<file path="config.mk">
export PLATFORM = sky130hd
export DESIGN_NAME = operand_bank
export DESIGN_NICKNAME = d
export VERILOG_FILES = /design/src/rtl/calc_pkg.sv /design/src/rtl/onehot_decoder.sv /design/src/rtl/operand_bank.sv
export SDC_FILE = /design/constraint.sdc
export NUM_CORES = 1
export LEC_CHECK = 0
export BUFFER_PORTS_ARGS = -buffer_cell sky130_fd_sc_hd__clkbuf_2
export CAP_MARGIN = 30
export CORE_ASPECT_RATIO = 0.9
export CORE_MARGIN = 2
export CORE_UTILIZATION = 35
export CTS_CLUSTER_DIAMETER = 100
export CTS_CLUSTER_SIZE = 25
export DETAILED_ROUTE_END_ITERATION = 12
export PLACE_DENSITY = 0.64
export SYNTH_ARGS = -nofsm -noshare
export SYNTH_HDL_FRONTEND = slang
export SYNTH_HIERARCHICAL = 1
export SYNTH_SLANG_ARGS = --single-unit
</file>
<file path="constraint.sdc">
create_clock -name clk -period 2.44 [get_ports clk]
set_input_delay 0.244 -clock clk [delete_from_list [all_inputs] [get_ports clk]]
set_output_delay 0.244 -clock clk [all_outputs]
set_load 0.01 [all_outputs]
</file>
<file path="src/rtl/calc_pkg.sv">
// Shared definitions for the binary calculator datapath: default operand
// geometry and the address-width helper used by the bank, ALU and display.
package calc_pkg;

    // Default operand width and number of operand registers.
    localparam int CALC_WIDTH = 4;
    localparam int CALC_DEPTH = 2;

    // Address width needed to index 'depth' entries; never narrower than one
    // bit so that a port of this width is always legal.
    function automatic int calc_addr_w(input int depth);
        int w;
        w = 0;
        while ((1 << w) < depth) begin
            w = w + 1;
        end
        if (w < 1) begin
            w = 1;
        end else begin
            w = w;
        end
        return w;
    endfunction

endpackage

</file>
<file path="src/rtl/onehot_decoder.sv">
// Generalised one-hot write decoder: raises exactly one of N strobes for an
// in-range address when enabled, and nothing otherwise. Addresses that the
// port width can express but that lie at or above N decode to all-zero.
module onehot_decoder
    import calc_pkg::*;
#(
    parameter int N  = 2,
    parameter int AW = calc_addr_w(N)
) (
    input  logic          en,
    input  logic [AW-1:0] addr,
    output logic [N-1:0]  sel
);

    logic [N-1:0] sel_s;

    // Compare the address against every legal index; out-of-range never matches.
    always_comb begin
        sel_s = '0;
        for (int i = 0; i < N; i++) begin
            if (en && (addr == AW'(i))) begin
                sel_s[i] = 1'b1;
            end else begin
                sel_s[i] = 1'b0;
            end
        end
    end

    assign sel = sel_s;

endmodule

</file>
<file path="src/rtl/operand_bank.sv">
// Operand register bank for the calculator. Each rising edge of the debounced
// load button captures data_in into one register, either the one named by
// write_addr or the one under the auto-fill pointer. Tracks which registers
// hold a value and offers two combinational read ports.
module operand_bank
    import calc_pkg::*;
#(
    parameter  int WIDTH  = CALC_WIDTH,
    parameter  int DEPTH  = CALC_DEPTH,
    parameter  int WRAP   = 0,
    localparam int ADDR_W = calc_addr_w(DEPTH)
) (
    input  logic              clk,
    input  logic              rst,
    input  logic              load,
    input  logic              auto_mode,
    input  logic [ADDR_W-1:0] write_addr,
    input  logic [WIDTH-1:0]  data_in,
    input  logic              clear,
    input  logic [ADDR_W-1:0] rd_addr_a,
    input  logic [ADDR_W-1:0] rd_addr_b,
    output logic [WIDTH-1:0]  rd_data_a,
    output logic [WIDTH-1:0]  rd_data_b,
    output logic [DEPTH-1:0]  sel,
    output logic [DEPTH-1:0]  valid,
    output logic              full,
    output logic [ADDR_W-1:0] wr_ptr,
    output logic              addr_err
);

    // Stored state.
    logic              load_q_r;
    logic [ADDR_W-1:0] wr_ptr_r;
    logic [DEPTH-1:0]  valid_r;
    logic [WIDTH-1:0]  regs_r [DEPTH];

    // Write-path decisions for the current cycle.
    logic              load_rise_s;
    logic [ADDR_W-1:0] target_s;
    logic              in_range_s;
    logic              full_s;
    logic              blocked_s;
    logic              request_s;
    logic              accept_s;
    logic              reject_s;
    logic [DEPTH-1:0]  sel_s;
    logic [ADDR_W-1:0] ptr_next_s;

    // Read-port results.
    logic [WIDTH-1:0]  rd_a_s;
    logic [WIDTH-1:0]  rd_b_s;

    // A write request is a fresh press that is not swallowed by reset or clear.
    always_comb begin
        load_rise_s = load & ~load_q_r;
        full_s      = &valid_r;
        if (auto_mode) begin
            target_s = wr_ptr_r;
        end else begin
            target_s = write_addr;
        end
        request_s = load_rise_s & ~clear & ~rst;
    end

    // The auto pointer is always in range; only addressed writes can miss.
    always_comb begin
        in_range_s = 1'b0;
        for (int i = 0; i < DEPTH; i++) begin
            if (target_s == ADDR_W'(i)) begin
                in_range_s = 1'b1;
            end else begin
                in_range_s = in_range_s;
            end
        end
    end

    // Accept or reject the request; a full bank without wrap refuses auto fills.
    always_comb begin
        if (WRAP == 0) begin
            blocked_s = auto_mode & full_s;
        end else begin
            blocked_s = 1'b0;
        end
        accept_s = request_s & in_range_s & ~blocked_s;
        reject_s = request_s & (~in_range_s | blocked_s);
    end

    // Pointer successor, wrapping at the last implemented register.
    always_comb begin
        if (wr_ptr_r == ADDR_W'(DEPTH - 1)) begin
            ptr_next_s = '0;
        end else begin
            ptr_next_s = wr_ptr_r + ADDR_W'(1);
        end
    end

    onehot_decoder #(
        .N  (DEPTH),
        .AW (ADDR_W)
    ) u_sel_dec (
        .en   (accept_s),
        .addr (target_s),
        .sel  (sel_s)
    );

    // Edge history, pointer, valid flags and register array.
    always_ff @(posedge clk) begin
        if (rst) begin
            load_q_r <= 1'b1;
            wr_ptr_r <= '0;
            valid_r  <= '0;
            for (int i = 0; i < DEPTH; i++) begin
                regs_r[i] <= '0;
            end
        end else begin
            load_q_r <= load;
            if (clear) begin
                wr_ptr_r <= '0;
                valid_r  <= '0;
                for (int i = 0; i < DEPTH; i++) begin
                    regs_r[i] <= '0;
                end
            end else begin
                for (int i = 0; i < DEPTH; i++) begin
                    if (sel_s[i]) begin
                        regs_r[i] <= data_in;
                    end else begin
                        regs_r[i] <= regs_r[i];
                    end
                end
                valid_r <= valid_r | sel_s;
                if (accept_s && auto_mode) begin
                    wr_ptr_r <= ptr_next_s;
                end else begin
                    wr_ptr_r <= wr_ptr_r;
                end
            end
        end
    end

    // Read port A: unimplemented addresses read as zero.
    always_comb begin
        rd_a_s = '0;
        for (int i = 0; i < DEPTH; i++) begin
            if (rd_addr_a == ADDR_W'(i)) begin
                rd_a_s = regs_r[i];
            end else begin
                rd_a_s = rd_a_s;
            end
        end
    end

    // Read port B: unimplemented addresses read as zero.
    always_comb begin
        rd_b_s = '0;
        for (int i = 0; i < DEPTH; i++) begin
            if (rd_addr_b == ADDR_W'(i)) begin
                rd_b_s = regs_r[i];
            end else begin
                rd_b_s = rd_b_s;
            end
        end
    end

    assign rd_data_a = rd_a_s;
    assign rd_data_b = rd_b_s;
    assign sel       = sel_s;
    assign valid     = valid_r;
    assign full      = full_s;
    assign wr_ptr    = wr_ptr_r;
    assign addr_err  = reject_s;

endmodule

</file>
# Word-level counts from Yosys, hierarchy flattened
# Memories as Yosys holds them, arrays and structs flattened.
# Index checks and enable logic that the tools add are counted.
# Widths: inputs -> output; s select.
[totals]
ff_bits = 4
ramBits = 8
inputBits = 12
output_inout_bits = 15
wordCells = 61
mem_count = 1
[op_classes]
n_addsub = 1
muxes = 33
n_bitwise = 18
reduce_logical = 5
[memory_table]
columns = ["memory", "words", "word_bits", "read_ports", "rd_ports_with_merged_regs", "write_ports", "line_no", "rtl"]
rows = [
  ["regs_r", 2, 4, 2, 0, 2, "operand_bank.sv:35", "logic [WIDTH-1:0] regs_r [DEPTH];"],
]
[ops]
columns = ["op", "n"]
rows = [
  ["$mux 4", 8],
  ["$mux 1", 25],
  ["$and 1x1->1", 6],
  ["$or 1x1->1", 6],
  ["$not 1->1", 5],
  ["$logic_and 1x1->1", 3],
  ["$or 2x2->2", 1],
  ["$reduce_and 2->1", 1],
  ["$reduce_or 2->1", 1],
  ["$add 1x1->1 const B", 1],
]

# Longest topological paths before layout
[logic_depth]
depth_word = 13
depth_mapped = 5
depth_no_buf = 5

# By module
# Netlist, hierarchy kept.
[modules_own_cells]
columns = ["mod", "n_inst", "cells_per_inst", "area_per_inst_um2", "seq_area_each_um2"]
rows = [
  ["operand_bank", 1, 41, 545.5, 320.3],
  ["onehot_decoder", 1, 2, 16.3, 0.0],
]

# Worst setup path before layout
# OpenSTA, ideal clock, no wires.
[synth_path]
path_kind = "register -> register"
start = "reg valid_r[1], in the netlist valid[1]"
end = "mem regs_r[0][0] in the netlist's numbering, enable pin"
setup_ps = 273
t_arrival_ps = 1478
required_time_ps = 2167
setup_slack_ps = 689
path_stages_with_launch = 6
path_buffers = 1
period_less_slack_ps = 1751
cell_sequence = "dfxtp_1 > and2_1 > clkbuf_1 > a21oi_1 > and2b_2 > or3_1"
[synth_rtl]
columns = ["element", "line_no", "rtl"]
rows = [
  ["start, declared", "operand_bank.sv:34", "logic [DEPTH-1:0] valid_r;"],
  ["start signal, assigned", "operand_bank.sv:131", "valid_r <= valid_r | sel_s;"],
  ["end, declared", "operand_bank.sv:35", ""],
]

==> results by group <==
CTS
  • # resized after CTS: 0
  • Post-CTS setup repair buffer count: 0
  • Hold_buf cts: 0
  • Clk buf depth: 2
  • CTS root buf: clkbuf_4
  • Clk Latency, worst-skew pair: 0.25 ns
  • Num CTS Buffers: 3
  • Clk slew on worst S/H paths: 0.06 ns
  • Sinks on Clock Net: 12
  • CTS tree: built
  • Htree depth: 1

Floorplan
  • Die Footprint: 1942 um2
  • # rows: 13
  • Core area: between 1000 and 1500 um2
  • Initial Util: 37.95%
  • Die height: between 40 and 50 um
  • Top Ports: 27
  • Die width: 46.23 um

Worst setup path
  • Critical path required time: 2.43 ns
  • Worst path arrival time: 1.60 ns
  • CP Class: reg2reg
  • Worst-path maximum fanout: 5
  • Startpoint Class: flip-flop
  • Element type at the critical path end: flip-flop

Final layout
  • Commonest non-fill, non-tap cell in the layout: clkbuf_2
  • Most frequent cells in the layout: 26 x clkbuf_2, 9 x mux2_2, 8 x edfxtp_1
  • Final instance area: 738.2 um2
  • Final nets: 85
  • Final non-filler cell total: 93
  • Layout cell share with drive strength beyond 1: about three fifths
  • Area Growth Syn to Fin: 31.40%
  • Antenna cells: 0
  • Layout Utilization: about half

Placement
  • Area after DPL: approximately 720 um2
  • Buffers on Ports: 26
  • GP Congestion: 0.7182
  • Dpl hpwl: slightly below 800 um
  • DP Worst Slack: 0.8286 ns
  • Inst Count DP: 90

Routing
  • Drt first pass iters: 3
  • Vias per cell: 4.452
  • Via count: 414
  • Per-cell routed wire length: 10.24 um
  • Post-route DRC violation count: 0
  • Antenna Nets Post-Route: 0
  • Total wire length: 952 um
  • DR iter-0 viols: 3

Power and ir drop
  • Overall Power: 396.9 uW
  • Peak supply drop: between 0.2 and 0.25 mV
  • Seq pwr share: 58.5%
  • Leakage power: ~0.34 nW
  • P per Cell Area: 537.7 nW/um2
  • Internal power: 314.7 uW
  • Clock Power Share: a little over a quarter
  • Switching pwr: 82.21 uW
  • Combinational Power Share: around 14%
  • Sw frac: 20.71%

Worst hold path
  • Worst Hold Class: in2reg

GRT
  • Largest net degree at the start of global routing: 9
  • Initial antenna violation count: 0
  • GR Overflow Total: 0
  • GRT Util Overall: 11.14%
  • First-pass GRT wire length: around 1.5 mm
  • Vias in the first global route: 377

STA
  • Fmax: 619.2 MHz
  • Clock skew: 0.001136 ns
  • Tcrit/Tclk final: 66.19%
  • Worst Max-Slew Pin Slew: 0.2776 ns
  • Setup WS post-layout: ~0.82 ns
  • Final hold viol count: 0
  • Final number of max-transition violations: 0
  • Post-Route Setup TNS: 0 ns
  • Fin crit period: between 1.5 and 2 ns
  • RSZ-0062 raised after global routing: false
  • Slew headroom: 81.47%
  • Hold WS: 0.2046 ns
  • Final setup violation count: 0

Yosys
  • Synth cell types: 17
  • Netlist Area Pre-Place: between 500 and 600 um2
  • Sequential share of the synthesized area: 57.02%
  • Syn_area_per_cell: roughly 13 um2
  • Synth Instances: 43
  • Synth Register Bits: 12
  • Synth Net Count: 55
  • Ys Warns: 6

Run
  • Max-cap viol count: 0

Run status
  • Status: finished clean
## sequential cells by signal (all words and copies together) (netlist names)
register / count
load_q_r: 1
wr_ptr: 1
regs_r: 8
valid: 2
## cell type report
class / instances / area [um2]
Clock buffer: 3 / 22.52
Fill cell: 139 / 742.0
Multi-Input combinational cell: 30 / 237.7
Sequential cell: 12 / 320.3
Tap cell: 22 / 27.53
Timing Repair Buffer: 26 / 130.1
## synthesized netlist by cell type, drive strengths merged
master	count	area [um2]
dfxtp	4	80.08
or3	3	18.77
a21oi	1	5.000
o211ai	1	7.510
and2b	1	8.760
clkbuf	1	3.750
and2	6	38.79
mux2	9	101.4
o21a	2	15.01
o31ai	1	7.510
or2	1	6.260
nand2	1	3.750
nor2	2	10.01
nand3b	2	15.01
edfxtp	8	240.2
## critical path, cell delays in order (launching register included)
cell and delay [ns]:
dfxtp_1 0.35, and2_1 0.23, a21oi_1 0.10, and2b_2 0.21, or3_1 0.46
## kinds of logic after synthesis
kind of cell / share of synthesized area, %
flops: 57.02
mux: 18.04
simple gates: 18.04
buf+inv: 0.6675
compound gates: 6.235
## path summary, 6_finish.rpt
kind                            start                          to  slack (ns)  cells past startpoint
hold reg to reg   valid[0]$_SDFF_PP0_         valid[0]$_SDFF_PP0_        0.48                      1
setup reg to reg  valid[1]$_SDFF_PP0_  regs_r[0][3]$_SDFFCE_PN0P_        0.82                      4
hold / removal                   load         load_q_r$_SDFF_PP1_        0.20                      2
setup / recovery  valid[1]$_SDFF_PP0_  regs_r[0][3]$_SDFFCE_PN0P_        0.82                      4
## power by group through the flow
stage          clock (mW)  combinational, mW  sequential (mW)
2_1_floorplan           0             0.0305            0.236
3_3_place_gp            0             0.0560            0.237
3_5_place_dp            0             0.0566            0.237
4_1_cts             0.117             0.0570            0.232
5_1_grt             0.124             0.0615            0.234
6_report            0.108             0.0562            0.232
## routing by layer
layer  part of all wire [%]  up-vias  global-route usage, %
met5                      0        -                      0
met2                     45       23                  16.11
met3                    9.2        2                  3.017
met4                    1.1        0                  8.571
li1                       -      218                      -
met1                     44      171                  13.57
No activity file was read; power rests on OpenSTA's default activity.
